<file path="src/rtl/mcp_sender.sv">
// -----------------------------------------------------------------------------
// mcp_sender
// Source side of a multi-cycle-path (MCP) clock-domain crossing. A word is
// accepted from the source, launched on a registered bus with a level
// request (bus_enable), and released once the destination acknowledges through
// a four-phase handshake. If no acknowledge arrives within TIMEOUT cycles the
// request is withdrawn and a sticky timeout_err flag is raised.
//
// Ports:
//   clk          source-domain clock, all state changes on the rising edge
//   rst          asynchronous active-high reset
//   src_data     word to transfer, sampled only on the accept edge
//   src_valid    source offers src_data
//   src_ready    sender can accept a word this cycle
//   ack_sync     destination acknowledge, already synchronized into clk
//   Unsync_bus   registered data bus to destination, stable while bus_enable
//   bus_enable   registered level request to destination
//   busy         high whenever the FSM is not idle
//   err_clr      clears timeout_err
//   timeout_err  sticky flag: a request timed out
//   state_dbg    current FSM state (IDLE=0, REQ=1, ACK=2) for observation
//
// Handshake semantics: a word moves on a rising edge where src_valid and
// src_ready are both high. src_ready never depends on src_valid, so the
// source may hold src_valid high indefinitely; words offered while src_ready
// is low are simply not taken and nothing is queued.
// -----------------------------------------------------------------------------
module mcp_sender #(
  parameter int BUS_WIDTH = 8,
  parameter int TIMEOUT   = 255
) (
  input  logic                 clk,
  input  logic                 rst,
  input  logic [BUS_WIDTH-1:0] src_data,
  input  logic                 src_valid,
  output logic                 src_ready,
  input  logic                 ack_sync,
  output logic [BUS_WIDTH-1:0] Unsync_bus,
  output logic                 bus_enable,
  output logic                 busy,
  input  logic                 err_clr,
  output logic                 timeout_err,
  output logic [1:0]           state_dbg
);

  typedef enum logic [1:0] {
    S_IDLE = 2'd0,
    S_REQ  = 2'd1,
    S_ACK  = 2'd2
  } state_t;

  // A zero-width counter is illegal, so TIMEOUT=0 (timeout disabled) keeps a
  // one-bit counter that is never compared against anything.
  localparam int CW = (TIMEOUT > 0) ? $clog2(TIMEOUT + 1) : 1;
  localparam logic [CW-1:0] CNT_LAST = CW'((TIMEOUT > 0) ? (TIMEOUT - 1) : 0);
  localparam bit TIMEOUT_ON = (TIMEOUT > 0);

  state_t        state;
  logic [CW-1:0] cnt;
  logic          accept;
  logic          timeout_hit;

  // Stale ack in IDLE blocks acceptance so a new request cannot be paired
  // with the tail of the previous handshake.
  assign src_ready = (state == S_IDLE) && !ack_sync;
  assign busy      = (state != S_IDLE);
  assign state_dbg = state;
  assign accept    = src_valid && src_ready;

  // Ack takes priority over the timeout when both land in the same cycle.
  assign timeout_hit = TIMEOUT_ON && (state == S_REQ) && !ack_sync && (cnt == CNT_LAST);

  always_ff @(posedge clk or posedge rst) begin
    if (rst) begin
      state       <= S_IDLE;
      cnt         <= '0;
      Unsync_bus  <= '0;
      bus_enable  <= 1'b0;
      timeout_err <= 1'b0;
    end else begin
      case (state)
        S_IDLE: begin
          if (accept) begin
            Unsync_bus <= src_data;
            bus_enable <= 1'b1;
            cnt        <= '0;
            state      <= S_REQ;
          end
        end
        S_REQ: begin
          if (ack_sync) begin
            bus_enable <= 1'b0;
            state      <= S_ACK;
          end else if (timeout_hit) begin
            bus_enable <= 1'b0;
            state      <= S_ACK;
          end else begin
            cnt <= cnt + CW'(1);
          end
        end
        S_ACK: begin
          // Wait for the destination to drop its ack (or for a timed-out
          // request, for any late ack to clear) before going idle.
          if (!ack_sync) begin
            state <= S_IDLE;
          end
        end
        default: begin
          state      <= S_IDLE;
          bus_enable <= 1'b0;
        end
      endcase

      // Setting the error wins over a simultaneous clear.
      if (timeout_hit) begin
        timeout_err <= 1'b1;
      end else if (err_clr) begin
        timeout_err <= 1'b0;
      end
    end
  end

endmodule

</file>
<file path="config.mk">
export PLATFORM = sky130hd
export DESIGN_NAME = mcp_sender
export DESIGN_NICKNAME = d
export VERILOG_FILES = /design/src/rtl/mcp_sender.sv
export SDC_FILE = /design/constraint.sdc
export NUM_CORES = 1
export LEC_CHECK = 0
export BUFFER_PORTS_ARGS = -buffer_cell sky130_fd_sc_hd__buf_4
export CORE_MARGIN = 3
export CORE_UTILIZATION = 40
export CTS_CLUSTER_SIZE = 25
export DETAILED_ROUTE_END_ITERATION = 7
export MAX_ROUTING_LAYER = met4
export PLACE_DENSITY = 0.69
export SETUP_SLACK_MARGIN = 0.1
export SLEW_MARGIN = 25
export SYNTH_ARGS = -nofsm -noshare
export SYNTH_HDL_FRONTEND = slang
export SYNTH_SLANG_ARGS = --single-unit
</file>
<file path="constraint.sdc">
create_clock -name clk -period 1.7 [get_ports clk]
set_input_delay 0.425 -clock clk [delete_from_list [all_inputs] [get_ports clk]]
set_output_delay 0.425 -clock clk [all_outputs]
set_load 0.05 [all_outputs]
</file>
==> run_results.csv, run 1 <==
group,metric,value,unit
status,status,"finished, final reports clean",
yosys,syn_area_per_cell,9.12,um^2
critical_path,criticalPathCategory,"reg -> out",
clock_tree,tritoncts,"built",
power,p_switching,0.576,mW
power,power.internal,0.984,mW
grt,grt_use_met2,27.0,%
place,gp_congestion,0.812,
layout,antenna_cells,0,
critical_path,max_stage_delay,440,ps
yosys,synthMuxAreaShare,1.05,%
clock_tree,cts.sinks,20,
power,powerDensity,1130,nW/um^2
timing,setup_ws,31.4,ps
yosys,synth_top_family_by_area,"simple AND/OR/NAND/NOR gates",
drt,wl_per_cell,13.2,um
clock_tree,insertion_delay,310,ps
yosys,synthXorXnorAreaFrac,0,%
power,switching_share,36.9,%
layout,fillers,201,
floorplanning,die_h,54.9,um
grt,grt_use_total,17.8,%
yosys,syn_inst,105,
drt,drtIter0Drc,15,
grt,antenna_found_initial,0,
yosys,synth_top_area_cell,"dfrtp_1",
drt,num_vias,872,
timing,worst_pin_slew,411,ps
power,leakagePower,0.657,nW
place,pre_cts_ws,-1.10,ps
critical_path,crit_path_end_kind,"primary output",
timing,fmax,599,MHz
critical_path,path_delay_family,"flip-flops",
place,port_buffers,26,
critical_path,crit_required,1270,ps
grt,overflow,0,
drt,viasPerCell,5.13,
yosys,yosys.area.top_type_share,52.3,%
yosys,syn-cell-area,957,um^2
timing,fin_crit,1670,ps
timing,whs,122,ps
grt,use_met3,3.49,%
power,power_frac_seq,38.5,%
worst_hold_path,hold_class,"in -> async",
timing,finalHoldViolCount,0,
drt,drc_errors,0,
floorplanning,fp.dieW,54.9,um
timing,drv_slew,0,
yosys,yosysWarnings,0,
yosys,yosys_register_bits,20,
floorplanning,start_util,42.9,%
floorplanning,die_area,3020,um^2
power,p_clk_share,25.4,%
yosys,synth_adder_area_share,2.61,%
layout,drive_gt1_share,40.8,%
timing,fin_setup_tns,0,ps
grt,grt_pass1_vias,807,
critical_path,start_kind,"flop",
critical_path,path_cells,"buf_6 -> or2_4 -> buf_8",
floorplanning,num_rows,17,
timing,slew_headroom,72.4,%
yosys,ys_types,33,
place,hpwl,1630,um
grt,gr-max-usage-layer,"met2",
critical_path,path_buf_inv,2,
power,total_power,1.56,mW
timing,setup_viol,0,
layout,area_delta_synth_final,43.7,%
drt,antenna_left,0,
grt,grt_max_degree,21,
clock_tree,root_buffer,"clkbuf_4",
timing,fin_skew,13.5,ps
grt,grt_pass1_wl,3710,um
yosys,synthSimpleGateAreaFrac,26.3,%
clock_tree,path_clk_slew,130,ps
yosys,synth_nets,120,
yosys,synth_compound_area_share,14.1,%
power,irDropWorstVdd,0.843,mV
clock_tree,htree_num_levels,1,
yosys,synth.area.top_cells,"dfrtp_1 (52%), nand2_1 (12%), ha_1 (2.6%)",
drt,first_pass_iters,4,
floorplanning,io_pins,27,
timing,finalCritPeriodShare,98.2,%
power,pwr-share-comb,36.1,%
yosys,synth-seq-area-share,52.3,%
flow_run,maxCapViolCount,0,
critical_path,worstPathArrival,1240,ps
drt,wirelength,2250,um
floorplanning,core,2230,um^2
clock_tree,cts.path.max_buffers,2,
clock_tree,numCtsBuffers,3,
timing,rsz0062_at_grt,"true",
grt,met1_usage,23.5,%
critical_path,path_max_fanout,5,
critical_path,cpMaxStageDelayCell,"dfrtp_2",
layout,fin_nets,158,
-- cell usage in the layout, fill, tap and decap left out, types with 2 or more instances in the layout --
cell and instances:
inv_1 3, a21oi_1 3, buf_4 34, nand2_1 30, dfrtp_2 2, o211ai_1 2, or2_4 2, inv_2 2
buf_6 2, dfrtp_1 18, nand3_1 5, o21ai_0 5, clkbuf_4 3, nor2_1 4
-- kinds of logic after synthesis --
group | count (synthesis)
AND/OR/NAND/NOR | 53
AO/OA/AOI/OAI | 20
flip-flops | 20
buffers and inverters | 9
adder cells (fa/ha/maj) | 2
multiplexers | 1
-- power by group through the flow --
stage | combinational [mW] | sequential [mW] | clock (mW)
final | 0.563 | 0.601 | 0.397
after detailed placement | 0.520 | 0.609 | 0
after floorplan | 0.155 | 0.800 | 0
after CTS | 0.539 | 0.599 | 0.407
after global placement | 0.509 | 0.605 | 0
after global routing | 0.607 | 0.611 | 0.428
-- synthesized netlist by cell type --
master and number:
o41ai_1 1, clkbuf_1 3, dfrtp_1 20, or3_1 1
mux2i_1 1, o211ai_1 2, nor4_2 1, and3_1 1
inv_1 5, nor2_1 4, nand3_1 5, buf_2 1
or2_4 1, o21a_1 1, o31ai_1 1, nand2_1 31
a21oi_1 4, o22ai_1 1, o311ai_2 1, nor4_1 1
and2_1 1, nand2b_1 1, or2_2 1, or3b_4 1
nor3_1 2, ha_1 2, and2b_2 1, a31oi_1 1
nand4_1 1, a311oi_1 1, o21ai_1 1, o21ai_0 5
o31a_1 1
-- worst min-delay path, delay by kind of cell --
kind / cells / cell delay, ps
buf+inv: 3 / 410
-- through the flow --
| stage | std cells | area (um^2) | utilization, % |
|---|---|---|---|
| 6_report | 170 | 1380 | 61.6 |
| 5_1_grt | 170 | 1380 | 61.6 |
| 4_1_cts | 167 | 1320 | 59.0 |
| 3_5_place_dp | 161 | 1230 | 55.2 |
| 3_3_place_gp | 161 | 1230 | 55.2 |
| 2_1_floorplan | 105 | 993 | - |
-- cell type report --
| type | count | area [um^2] | share of cell area [%] |
|---|---|---|---|
| inverters | 5 | 18.8 | 1.36 |
| clock buffers | 3 | 22.5 | 1.64 |
| well taps | 28 | 35.0 | 2.55 |
| flip-flops and latches | 20 | 503 | 36.6 |
| multi-input cells | 76 | 473 | 34.4 |
| repair buffers | 37 | 293 | 21.3 |
| clock inverters | 1 | 30.0 | 2.18 |
-- routing by layer --
layer,up-vias,part of all wire [%]
met5,-,0
met4,0,0
met3,0,2.5
met2,18,53
met1,417,45
li1,437,-
-- repair_timing --
item | 4_1_cts | 5_1_grt
hold buffers | 0 | 0
buffers inserted | 2 | 3
pin swaps | 1 | 4
gates resized for setup | 5 | 8
setup endpoints to repair | 4 | 10
-- worst paths after layout --
check	cells after the start	slack (ps)	from	end
max	3	30	state_dbg[1]	busy
max reg2reg	5	30	state_dbg[1]	cnt[5]
max in group asynchronous	3	1340	rst	state_dbg[1]
min in group clk	3	300	src_data[6]	Unsync_bus[6]
min	3	120	rst	Unsync_bus[3]
min reg2reg	2	480	Unsync_bus[7]	Unsync_bus[7]
-- flip-flops by register name (all words and copies together) (netlist names) --
signal       cells
Unsync_bus       8
cnt              8
state_dbg        2
bus_enable       1
timeout_err      1
Note: power is estimated with default switching activity, not from simulation.
==> run 2: changes to the inputs <==
--- a/config.mk
+++ b/config.mk
@@ -6,6 +6,7 @@
 export NUM_CORES = 1
 export LEC_CHECK = 0
 export BUFFER_PORTS_ARGS = -buffer_cell sky130_fd_sc_hd__buf_4
+export CORE_ASPECT_RATIO = 0.6
 export CORE_MARGIN = 3
 export CORE_UTILIZATION = 40
 export CTS_CLUSTER_SIZE = 25
==> constraint.sdc (replaced) <==
create_clock -name clk -period 1.55 [get_ports clk]
set_input_delay 0.3875 -clock clk [delete_from_list [all_inputs] [get_ports clk]]
set_output_delay 0.3875 -clock clk [all_outputs]
set_load 0.05 [all_outputs]
==> run_results.csv, run 2 (same netlist as run 1, synthesis figures left out) <==
group,metric,value,unit
power,leakagePower,0.751,nW
layout,final_area,1570,um^2
grt,antenna_found_initial,0,
critical_path,path_max_fanout,5,
timing,whs,151,ps
layout,antenna_cells,0,
drt,drtIter0Drc,50,
timing,worst_pin_slew,482,ps
status,status,"finished, violations left",
layout,layout_commonest_cell,"buf_4",
critical_path,path_cells,"buf_6 -> nor3_4 -> buf_6",
timing,fin_skew,2.18,ps
clock_tree,tritoncts,"built",
floorplanning,core,2210,um^2
layout,postLayoutCoreUtil,71.0,%
floorplanning,num_rows,13,
critical_path,cpMaxStageDelayCell,"dfrtp_2",
drt,first_pass_iters,4,
layout,fin_nets,170,
critical_path,criticalPathCategory,"reg -> out",
critical_path,path_delay_family,"flip-flops",
grt,overflow,0,
layout,seq_area,503,um^2
clock_tree,holdBufCountCts,0,
critical_path,start_kind,"flop",
critical_path,worstPathArrival,1230,ps
power,irDropWorstVdd,0.714,mV
floorplanning,start_util,43.3,%
grt,grt_max_degree,21,
layout,area_delta_synth_final,64.1,%
status,violations,"setup timing",
clock_tree,path_clk_slew,80,ps
critical_path,cpMostUsedCell,"buf_6",
floorplanning,io_pins,27,
critical_path,crit_required,1160,ps
critical_path,max_stage_delay,420,ps
grt,grt_pass1_vias,861,
clock_tree,root_buffer,"clkbuf_8",
place,pre_cts_ws,-99.1,ps
drt,antenna_left,0,
timing,rsz0062_at_grt,"true",
layout,layout_common_cells,"buf_4 (39), nand2_1 (29), dfrtp_1 (18)",
drt,drc_errors,0,
power,powerDensity,1150,nW/um^2
drt,num_vias,982,
clock_tree,cts.path.max_buffers,2,
floorplanning,fp.dieW,69.2,um
timing,fin_crit,1620,ps
grt,grt_use_total,18.7,%
clock_tree,cts.sinks,20,
timing,slew_headroom,67.6,%
timing,finalHoldViolCount,0,
clock_tree,numCtsBuffers,3,
timing,drv_slew,0,
timing,setup_ws,-72.1,ps
drt,wirelength,3010,um
clock_tree,insertion_delay,260,ps
place,dpl_cell_area,1290,um^2
drt,wl_per_cell,16.4,um
floorplanning,die_area,3030,um^2
layout,multi_input_area,520,um^2
critical_path,path_buf_inv,2,
place,port_buffers,26,
clock_tree,htree_num_levels,1,
place,hpwl,1700,um
critical_path,crit_path_end_kind,"primary output",
place,gp_congestion,0.810,
grt,grt_pass1_wl,4130,um
timing,fmax,616,MHz
layout,fillers,167,
timing,finalCritPeriodShare,105,%
timing,fin_setup_tns,-189,ps
floorplanning,die_h,43.9,um
worst_hold_path,hold_class,"in -> async",
drt,viasPerCell,5.34,
layout,drive_gt1_share,51.3,%
flow_run,maxCapViolCount,0,
timing,setup_viol,4,
## run 2: changes by cell type in the layout (fill, tap and decap cells not counted), sizes merged
cell,before,now
bufinv,1,0
buf,37,48
clkbuf,3,5
## run 2: worst paths after layout
path / start / endpoint / slack [ps] / cells after the start
worst max register to register: state_dbg[1] / cnt[5] / -20 / 4
worst min register to register: Unsync_bus[5] / Unsync_bus[5] / 470 / 2
worst max-delay path: state_dbg[1] / src_ready / -70 / 3
min in group clk: err_clr / timeout_err / 310 / 2
max in group asynchronous: rst / state_dbg[0] / 1170 / 3
worst min-delay path: rst / Unsync_bus[4] / 150 / 3
## run 2: layout make-up
type	instances	share of cell area, %
Clock buffer	4	3.51
Tap cell	30	2.39
Timing Repair Buffer	49	27.7
Sequential cell	20	32.0
Multi-Input combinational cell	76	33.1
Inverter	5	1.20
## run 2: power breakdown
part	total [mW]	internal [mW]	switching, mW	leakage [nW]
sequential	0.656	0.600	0.0551	0.257
combinational	0.750	0.291	0.458	0.466
clock	0.406	0.226	0.180	0.0288
## run 2: worst reg2reg max path: stages (launching register included)
cell and delay [ps]:
dfrtp_2 420, or3b_4 400, or2_4 260, o311ai_2 260, o41ai_1 120
## run 2: routing by layer
layer	wire length, um	up-vias	share of wire [%]	GRT usage (%)
met4	170	0	5.6	10.5
met3	108	26	3.6	5.09
met1	1290	467	43	22.2
met5	0	-	0	-
li1	-	458	-	-
met2	1440	31	48	29.4
## run 2: per-stage QoR
step                      power (mW)  cells
after global routing            1.89    184
final                           1.81    184
after CTS                       1.75    176
after global placement          1.26    169
after detailed placement        1.27    169
after floorplan                 1.05    105
## run 2: what timing repair did
action	4_1_cts	5_1_grt
resized for setup	19	13
cloned	0	1
endpoints found under the setup margin	8	20
pin swaps	5	7
buffers inserted	3	8
